[src/rtl/dmux16_stream.sv]
// Registered 1-to-WAYS stream demultiplexer with a one-entry holding register per channel.
// Optional per-channel delivered-word counters are enabled by defining DMUX16_COUNT_EN.
module dmux16_stream #(
  parameter int unsigned WIDTH = 16,
  parameter int unsigned WAYS  = 4,
  parameter int unsigned SEL_W = 2
) (
  input  logic                  clk,
  input  logic                  reset,
  input  logic [WIDTH-1:0]      in_data,
  input  logic [SEL_W-1:0]      in_sel,
  input  logic                  in_valid,
  output logic                  in_ready,
  output logic [WAYS*WIDTH-1:0] out_data,
  output logic [WAYS-1:0]       out_valid,
  input  logic [WAYS-1:0]       out_ready,
`ifdef DMUX16_COUNT_EN
  output logic [WAYS*16-1:0]    out_count,
`endif
  output logic                  sel_err
);

  typedef enum logic {StEmpty, StFull} state_e;

  state_e           state_q [WAYS];
  state_e           state_d [WAYS];
  logic [WIDTH-1:0] hold_q  [WAYS];
  logic [WIDTH-1:0] hold_d  [WAYS];
  logic             sel_err_q, sel_err_d;
  logic             sel_in_range;
  logic             acc;
  logic [WAYS-1:0]  wr;
  logic [WAYS-1:0]  drain;

  assign sel_in_range = int'(in_sel) < int'(WAYS);

  // Out-of-range selects are always accepted so the producer never stalls on a bad word.
  always_comb begin
    in_ready = 1'b1;
    for (int k = 0; k < int'(WAYS); k++) begin
      if (int'(in_sel) == k) begin
        in_ready = !out_valid[k] | out_ready[k];
      end
    end
  end

  assign acc = in_valid & in_ready;

  always_comb begin
    for (int k = 0; k < int'(WAYS); k++) begin
      wr[k]    = acc & sel_in_range & (int'(in_sel) == k);
      drain[k] = out_valid[k] & out_ready[k];
    end
  end

  always_comb begin
    for (int k = 0; k < int'(WAYS); k++) begin
      state_d[k] = state_q[k];
      hold_d[k]  = hold_q[k];
      if (wr[k]) begin
        hold_d[k] = in_data;
      end
      unique case (state_q[k])
        StEmpty: if (wr[k]) state_d[k] = StFull;
        StFull:  if (drain[k] && !wr[k]) state_d[k] = StEmpty;
        default: state_d[k] = StEmpty;
      endcase
    end
    sel_err_d = acc & !sel_in_range;
  end

  always_ff @(posedge clk) begin
    if (reset) begin
      for (int k = 0; k < int'(WAYS); k++) begin
        state_q[k] <= StEmpty;
        hold_q[k]  <= '0;
      end
      sel_err_q <= 1'b0;
    end else begin
      for (int k = 0; k < int'(WAYS); k++) begin
        state_q[k] <= state_d[k];
        hold_q[k]  <= hold_d[k];
      end
      sel_err_q <= sel_err_d;
    end
  end

  always_comb begin
    for (int k = 0; k < int'(WAYS); k++) begin
      out_valid[k]                 = (state_q[k] == StFull);
      out_data[k*WIDTH +: WIDTH] = hold_q[k];
    end
  end

  assign sel_err = sel_err_q;

`ifdef DMUX16_COUNT_EN
  logic [15:0] cnt_q [WAYS];

  always_ff @(posedge clk) begin
    if (reset) begin
      for (int k = 0; k < int'(WAYS); k++) begin
        cnt_q[k] <= '0;
      end
    end else begin
      for (int k = 0; k < int'(WAYS); k++) begin
        if (drain[k]) begin
          cnt_q[k] <= cnt_q[k] + 16'd1;
        end
      end
    end
  end

  always_comb begin
    for (int k = 0; k < int'(WAYS); k++) begin
      out_count[k*16 +: 16] = cnt_q[k];
    end
  end
`endif

endmodule

[config.mk]
export PLATFORM = sky130hd
export DESIGN_NAME = dmux16_stream
export DESIGN_NICKNAME = d
export VERILOG_FILES = /design/src/rtl/dmux16_stream.sv
export SDC_FILE = /design/constraint.sdc
export NUM_CORES = 1
export LEC_CHECK = 0
export ABC_AREA = 0
export ABC_CLOCK_PERIOD_IN_PS = 1400
export CAP_MARGIN = 15
export CORE_ASPECT_RATIO = 1.2
export CORE_MARGIN = 2
export CORE_UTILIZATION = 41
export DETAILED_ROUTE_END_ITERATION = 6
export GPL_TIMING_DRIVEN = 0
export PLACE_DENSITY = 0.72
export SYNTH_ARGS = -nofsm -noshare
export SYNTH_HDL_FRONTEND = slang
export SYNTH_SLANG_ARGS = --single-unit
[constraint.sdc]
create_clock -name clk -period 1.4 [get_ports clk]
set_input_delay 0.21 -clock clk [delete_from_list [all_inputs] [get_ports clk]]
set_output_delay 0.21 -clock clk [all_outputs]
set_load 0.005 [all_outputs]
; ---- Word-level counts from Yosys, hierarchy flattened
; Memory sizes are Yosys's and may differ from the RTL's.
; Cells that the tools add are included.
[word_totals]
register_bits = 0
memories = 2
ramBits = 68
wordCells = 74
[classes]
n_bitwise = 25
n_reduce_logical = 13
muxes = 31
n_eq_ne = 3
[mem_list]
columns = name, depth, width, rd, rd_clocked_by_memory_dff, write_ports, line
row1 = hold_q, 4, 16, 4, 0, 4, 27  ; logic [WIDTH-1:0] hold_q [WAYS];
row2 = state_q, 4, 1, 4, 0, 4, 25  ; state_e state_q [WAYS];
[ops]
columns = cell, count
row1 = $mux 16, 8
row2 = $mux 1, 19
row3 = $or 1x1->1, 12
row4 = $and 1x1->1, 9
row5 = $logic_not 1->1, 8
row6 = $pmux 1 s2, 4
row7 = $eq 2x2->1 const B, 2
row8 = $logic_and 1x1->1, 4
row9 = $not 1->1, 4
row10 = $eq 2x1->1 const B, 1
row11 = $logic_not 2->1, 1

; ---- Depth between registers and ports, before layout
; Gate-level depths: netlist (run 1).
; An unclocked memory read counts as a cell.
[depth]
word_depth = 14
depth_mapped = 6
depth_no_buf = 3

; ---- Worst setup path before layout (run 1)
; Ideal clock, no wire load.
[synth_path]
kind = register -> register
start = memory state_q[2] in the netlist's numbering
end = memory hold_q[2][10]
setup_time_ns = 0.126
stages_incl_launch_ff = 6
synth_period_minus_slack_ns = 1.341
slack_ns = 0.059
arrival_time_ns = 1.215
t_required_ns = 1.274
path_cell_list = dfxtp_1 -> nor2b_1 -> or3_1 -> clkbuf_1 -> buf_2 -> mux2i_1
[synth_rtl]
columns = element, line
row1 = start: declaration, 25
row2 = end: declaration, 27

; ---- Worst setup path after layout (run 1)
[layout_path]
start = input out_ready[3]
end = output in_ready
[layout_via]
elab_chain_cells = 2
[layout_rtl]
columns = element, line
row1 = start: declaration, 16  ; input logic [WAYS-1:0] out_ready,
row2 = $or 1x1->1, 42  ; in_ready = !out_valid[k] | out_ready[k];
row3 = $mux 1, 41  ; if (int'(in_sel) == k) begin
row4 = end: declaration, 13  ; output logic in_ready,
; No other way between the ends.

==> impl_metrics.json, run 1 <==
{
  "status": "finished with violations",
  "violations": "negative setup slack",
  "vias": 2076,
  "fp.coreArea_sq_um": 6730,
  "async_reset_ff_frac": 0,
  "setup_tns_ns": -0.165,
  "yosys.area.top_type": "dfxtp_1",
  "cts_hold_buf": 0,
  "p_clk_frac": 0.348,
  "critPathLaunchType": "input port",
  "arrival_ns": 1.36,
  "numCtsBuffers": 9,
  "required_ns": 1.19,
  "yosys-top-cells-area": "dfxtp_1 49%, mux2i_1 23%, nand2b_1 19%, clkbuf_1 1.5%, buf_4 1.3%",
  "port-buffer-count": 91,
  "internal_power_w": 0.00298,
  "clk_pin_slew_ns": 0.06,
  "antenna_found_initial": 0,
  "fin_worst_skew_ns": 0.00486,
  "post_drt_wl_per_cell_microns": 15.1,
  "syn_nets": 281,
  "synth-main-ff-cell": "dfxtp_1",
  "busiest_layer": "met2",
  "power.density_nw_per_um2": 934,
  "cts_tree": "yes",
  "p_sw_w": 0.000876,
  "netlist-cell-type-count": 22,
  "clock_latency_ns": 0.34,
  "setup_viol": 1,
  "ys_ff_latch": 68,
  "diodes": 0,
  "regArea_sq_um": 1390,
  "fillCellCount": 616,
  "post-route-period-util": 1.12,
  "critPathMaxFanout": 3,
  "fp.dieH_microns": 94.5,
  "layout.nets": 385,
  "synthTopCellsByCount": "85 x nand2b_1, 68 x dfxtp_1, 64 x mux2i_1",
  "met2_usage": 0.315,
  "pwr-share-seq": 0.531,
  "p_comb_frac": 0.121,
  "syn_area_sq_um": 2800,
  "cap_violations": 0,
  "rsz0062_at_grt": "yes",
  "cts_sinks": 68,
  "synth_cells": 256,
  "drc": 0,
  "use_met1": 0.221,
  "grt_usage": 0.186,
  "hold_class": "in -> reg",
  "finalCriticalPeriod_ns": 1.57,
  "synth_top_cell_area_share": 0.487,
  "cts.htree.levels": 3,
  "grt_pass1_vias": 2079,
  "routabilityCongestion": 0.761,
  "peakVddDrop_uv": 547,
  "criticalPathCategory": "in -> out",
  "cts_root_buf": "clkbuf_8",
  "hp-start": "in_sel[0]",
  "area_growth_pct": 47.4,
  "power_w": 0.00385,
  "post_dp_cell_area_sq_um": 3820,
  "drt_iter0_drc": 27,
  "syn_avg_cell_area_sq_um": 10.9,
  "start_util": 0.416,
  "fmax_ghz": 0.639,
  "drive_above_1_share": 0.172,
  "startpoint": "out_ready[3]",
  "multiInputGateArea_sq_um": 1330,
  "grt_max_degree": 11,
  "seq_area_frac_synth": 0.487,
  "grt_first_pass_wirelength_microns": 10400,
  "r2r_start": "state_q[2]$_SDFF_PP0_",
  "drtAntennaViolNets": 0,
  "slew_violations": 0,
  "yosysWarnings": 0,
  "p_sw_frac": 0.227,
  "dp_hpwl_microns": 4660,
  "grtUsageMet3": 0.0478,
  "die_x_microns": 79.4,
  "via_per_inst": 4.64,
  "die_area_sq_um": 7500,
  "grt_overflow_total": 0,
  "drtPass1Iterations": 4,
  "row_count": 33,
  "synth_edf_count": 0,
  "ios": 95,
  "routed_wl_microns": 6750,
  "hold_viol": 0,
  "clock_path_buffers": 2,
  "yosysMostFrequentCell": "nand2b_1",
  "fin_area_sq_um": 4120,
  "p_leak_nw": 2.42,
  "final_core_util": 0.613,
  "end_kind": "primary output",
  "postLayoutSetupSlackWorst_ns": -0.165
}
## cell type report
class                           instances  share of cell area
Buffer                                 21              0.0376
Clock buffer                           11              0.0367
Multi-Input combinational cell        165               0.323
Sequential cell                        68               0.338
Tap cell                               87              0.0264
Timing Repair Buffer                   95               0.238
## metrics by stage
| step | setup slack (ns) | hold WS, ns | instances |
|---|---|---|---|
| detailed placement | -0.575 | 0.461 | 434 |
| finish | -0.165 | 0.160 | 447 |
| CTS | -0.157 | 0.152 | 448 |
| global route | -0.187 | 0.164 | 447 |
| global placement | -0.569 | 0.460 | 434 |
| floorplan | 0.0590 | 0.391 | 256 |
## cells by family (layout without fill, tap and decap cells)
| logic type | count (synthesis) | after routing | synth area share |
|---|---|---|---|
| buf+inv | 23 | 127 | 0.0505 |
| mux | 65 | 65 | 0.238 |
| flops | 68 | 68 | 0.487 |
| other cells | 1 | 1 | 0.00134 |
| simple gates | 95 | 95 | 0.215 |
| compound gates | 4 | 4 | 0.00805 |
## power by group through the flow
stage / Clock [W] / Combinational (W) / Sequential [W]
2_1_floorplan: 0 / 0.000220 / 0.00209
3_3_place_gp: 0 / 0.000479 / 0.00208
3_5_place_dp: 0 / 0.000480 / 0.00208
4_1_cts: 0.00138 / 0.000481 / 0.00205
5_1_grt: 0.00146 / 0.000505 / 0.00205
6_report: 0.00134 / 0.000466 / 0.00205
## critical path, stage by stage
cell and delay [ns]:
clkdlybuf4s50_1 0.41, nand2b_4 0.15, mux4_2 0.45, buf_2 0.14
## timing repair
| item | in CTS | in global routing |
|---|---|---|
| gates resized for setup | 61 | 43 |
| buffers inserted | 3 | 0 |
| gates cloned | 1 | 0 |
| endpoints found under the setup margin | 82 | 51 |
| endpoints found under the hold margin | 0 | 0 |
## placed cells by master (no fill, tap or decap), drive strengths merged
master and n:
a21oi 3, and4 1, buf 17, clkbuf 20, clkdlybuf4s50 32, conb 1
dfxtp 68, dlygate4sd2 26, dlymetal6s2s 32, mux2i 64, mux4 1, nand2 1
nand2b 86, nand3b 1, nand4 1, nor2 1, nor2b 1, nor3 1
o21a 1, or3 1, or3b 1
## metal layers
metal,vias up,routed length (microns),part of all wire
met5,-,0,0
met4,0,125,0.019
met3,14,380,0.056
met2,66,3240,0.48
met1,960,3000,0.44
li1,1036,-,-
## path summary, 6_finish.rpt
path,end,slack [ns],cells after the start
worst max-delay path,in_ready,-0.17,4
worst max register to register,hold_q[2][14]$_SDFFE_PP0P_,0.07,4
worst min register to register,hold_q[2][0]$_SDFFE_PP0P_,0.47,2
worst min-delay path,state_q[2]$_SDFF_PP0_,0.16,3
## flip-flops by register name, indices dropped and copies added (netlist names)
| signal | cells |
|---|---|
| state_q | 4 |
| hold_q | 64 |
Power figures use the tool's default switching activity.
==> run 2, diff against run 1 <==
- PLACE_DENSITY: 0.72 -> 0.74
==> impl_metrics.json, run 2 (same netlist as run 1, synthesis figures left out) <==
{
  "criticalPathCategory": "reg -> out",
  "status": "finished with violations",
  "fmax_ghz": 0.647,
  "peakVddDrop_uv": 542,
  "grt_usage": 0.185,
  "final_cell_mix": "81 x nand2b_1, 64 x mux2i_1, 38 x dlymetal6s2s_1",
  "dp_hpwl_microns": 4700,
  "fin_area_sq_um": 4180,
  "reg2reg_depth": 4,
  "vias": 2113,
  "grt_max_degree": 12,
  "final_common_cell": "nand2b_1",
  "r2r_start": "state_q[2]$_SDFF_PP0_",
  "layout.nets": 384,
  "rsz0062_at_grt": "yes",
  "numCtsBuffers": 9,
  "fin_worst_skew_ns": 0.00741,
  "timing.hold.ws_ns": 0.172,
  "r2r_end": "hold_q[2][10]$_SDFFE_PP0P_",
  "critPathMaxFanout": 4,
  "area_growth_pct": 49.6,
  "cts_sinks": 68,
  "routed_wl_microns": 6770,
  "cp-endpoint": "in_ready",
  "fp.coreArea_sq_um": 6730,
  "top_regs": "hold_q: 64 flops, state_q: 4 flops",
  "place_ws_ns": -0.570,
  "clock_latency_ns": 0.33,
  "hold_viol": 0,
  "postLayoutSetupSlackWorst_ns": -0.146,
  "arrival_ns": 1.34,
  "p_leak_nw": 2.54,
  "finalCriticalPeriod_ns": 1.55,
  "ios": 95,
  "hold_class": "in -> reg",
  "fp.dieH_microns": 94.5,
  "dp.cells": 434,
  "diodes": 0,
  "die_x_microns": 79.4,
  "clk_pin_slew_ns": 0.07,
  "largest_register_ffs": 64,
  "r2r_slack_ns": 0.08,
  "power.density_nw_per_um2": 974,
  "grt_pass1_vias": 2119,
  "routabilityCongestion": 0.754,
  "largest-register": "hold_q",
  "critPathLaunchType": "flop",
  "cap_violations": 0,
  "end_kind": "primary output",
  "finalNonFillerCells": 450,
  "drtPass1Iterations": 4,
  "start_util": 0.416,
  "startpoint": "state_q[3]$_SDFF_PP0_",
  "drtAntennaViolNets": 0,
  "cts_root_buf": "clkbuf_8",
  "setup_viol": 1,
  "die_area_sq_um": 7500,
  "drc": 0,
  "drt_iter0_drc": 71,
  "clock_path_buffers": 2,
  "grt_overflow_total": 0,
  "violations": "negative setup slack",
  "row_count": 33,
  "slew_violations": 0,
  "cts_hold_buf": 0,
  "post_drt_wl_per_cell_microns": 15.0,
  "cts_tree": "yes",
  "hp-start": "in_sel[0]",
  "drive_above_1_share": 0.207,
  "grt_first_pass_wirelength_microns": 10400,
  "port-buffer-count": 91,
  "cts.htree.levels": 3,
  "post_dp_cell_area_sq_um": 3820,
  "post-route-period-util": 1.10,
  "via_per_inst": 4.70,
  "antenna_found_initial": 0,
  "required_ns": 1.19
}
==> run 2: power by group <==
group | switching [W] | total (W) | internal [W]
combinational | 0.000189 | 0.000466 | 0.000277
clock | 0.000711 | 0.00156 | 0.000852
sequential | 0.0000376 | 0.00205 | 0.00201
==> run 2: final cells by class <==
cell class	instances	area [sq um]
clock buffers	10	138
well taps	87	109
multi-input cells	165	1330
clock inverters	5	52.6
fillers	574	2550
flip-flops and latches	68	1410
plain buffers	21	155
repair buffers	94	991
==> run 2: worst min-delay path by stage <==
stage / to / slack [ns] / depth (start not counted)
finish: state_q[2]$_SDFF_PP0_ / 0.17 / 3
detailed placement: hold_q[3][8]$_SDFFE_PP0P_ / 0.46 / 2
CTS: state_q[2]$_SDFF_PP0_ / 0.15 / 3
global placement: hold_q[2][3]$_SDFFE_PP0P_ / 0.46 / 2
global route: state_q[2]$_SDFF_PP0_ / 0.17 / 3
floorplan: state_q[1]$_SDFF_PP0_ / 0.39 / 2
==> run 2: critical path, stage by stage (launching register included) <==
cell and delay [ns]:
dfxtp_2 0.35, nand2b_4 0.07, mux4_2 0.45, buf_2 0.14
==> run 2: routing by layer <==
metal,share of wire,routed length (microns),track usage
met3,0.057,387,0.0430
met1,0.42,2850,0.210
met4,0.010,70,0.0603
met5,0,0,0
met2,0.51,3460,0.340
==> run 2: stage by stage <==
stage	utilization	TNS (ns)	power [W]
6_report	0.622	-0.146	0.00408
3_3_place_gp	0.567	-23.80	0.00256
5_1_grt	0.622	-0.197	0.00425
2_1_floorplan	-	0	0.00231
4_1_cts	0.606	-0.160	0.00413
3_5_place_dp	0.567	-24.50	0.00257
==> run 2: timing repair <==
item                       in CTS  in global routing
setup endpoints to repair      89                 55
gates cloned                    1                  0
setup buffers                   2                  0
resized for setup              70                 50
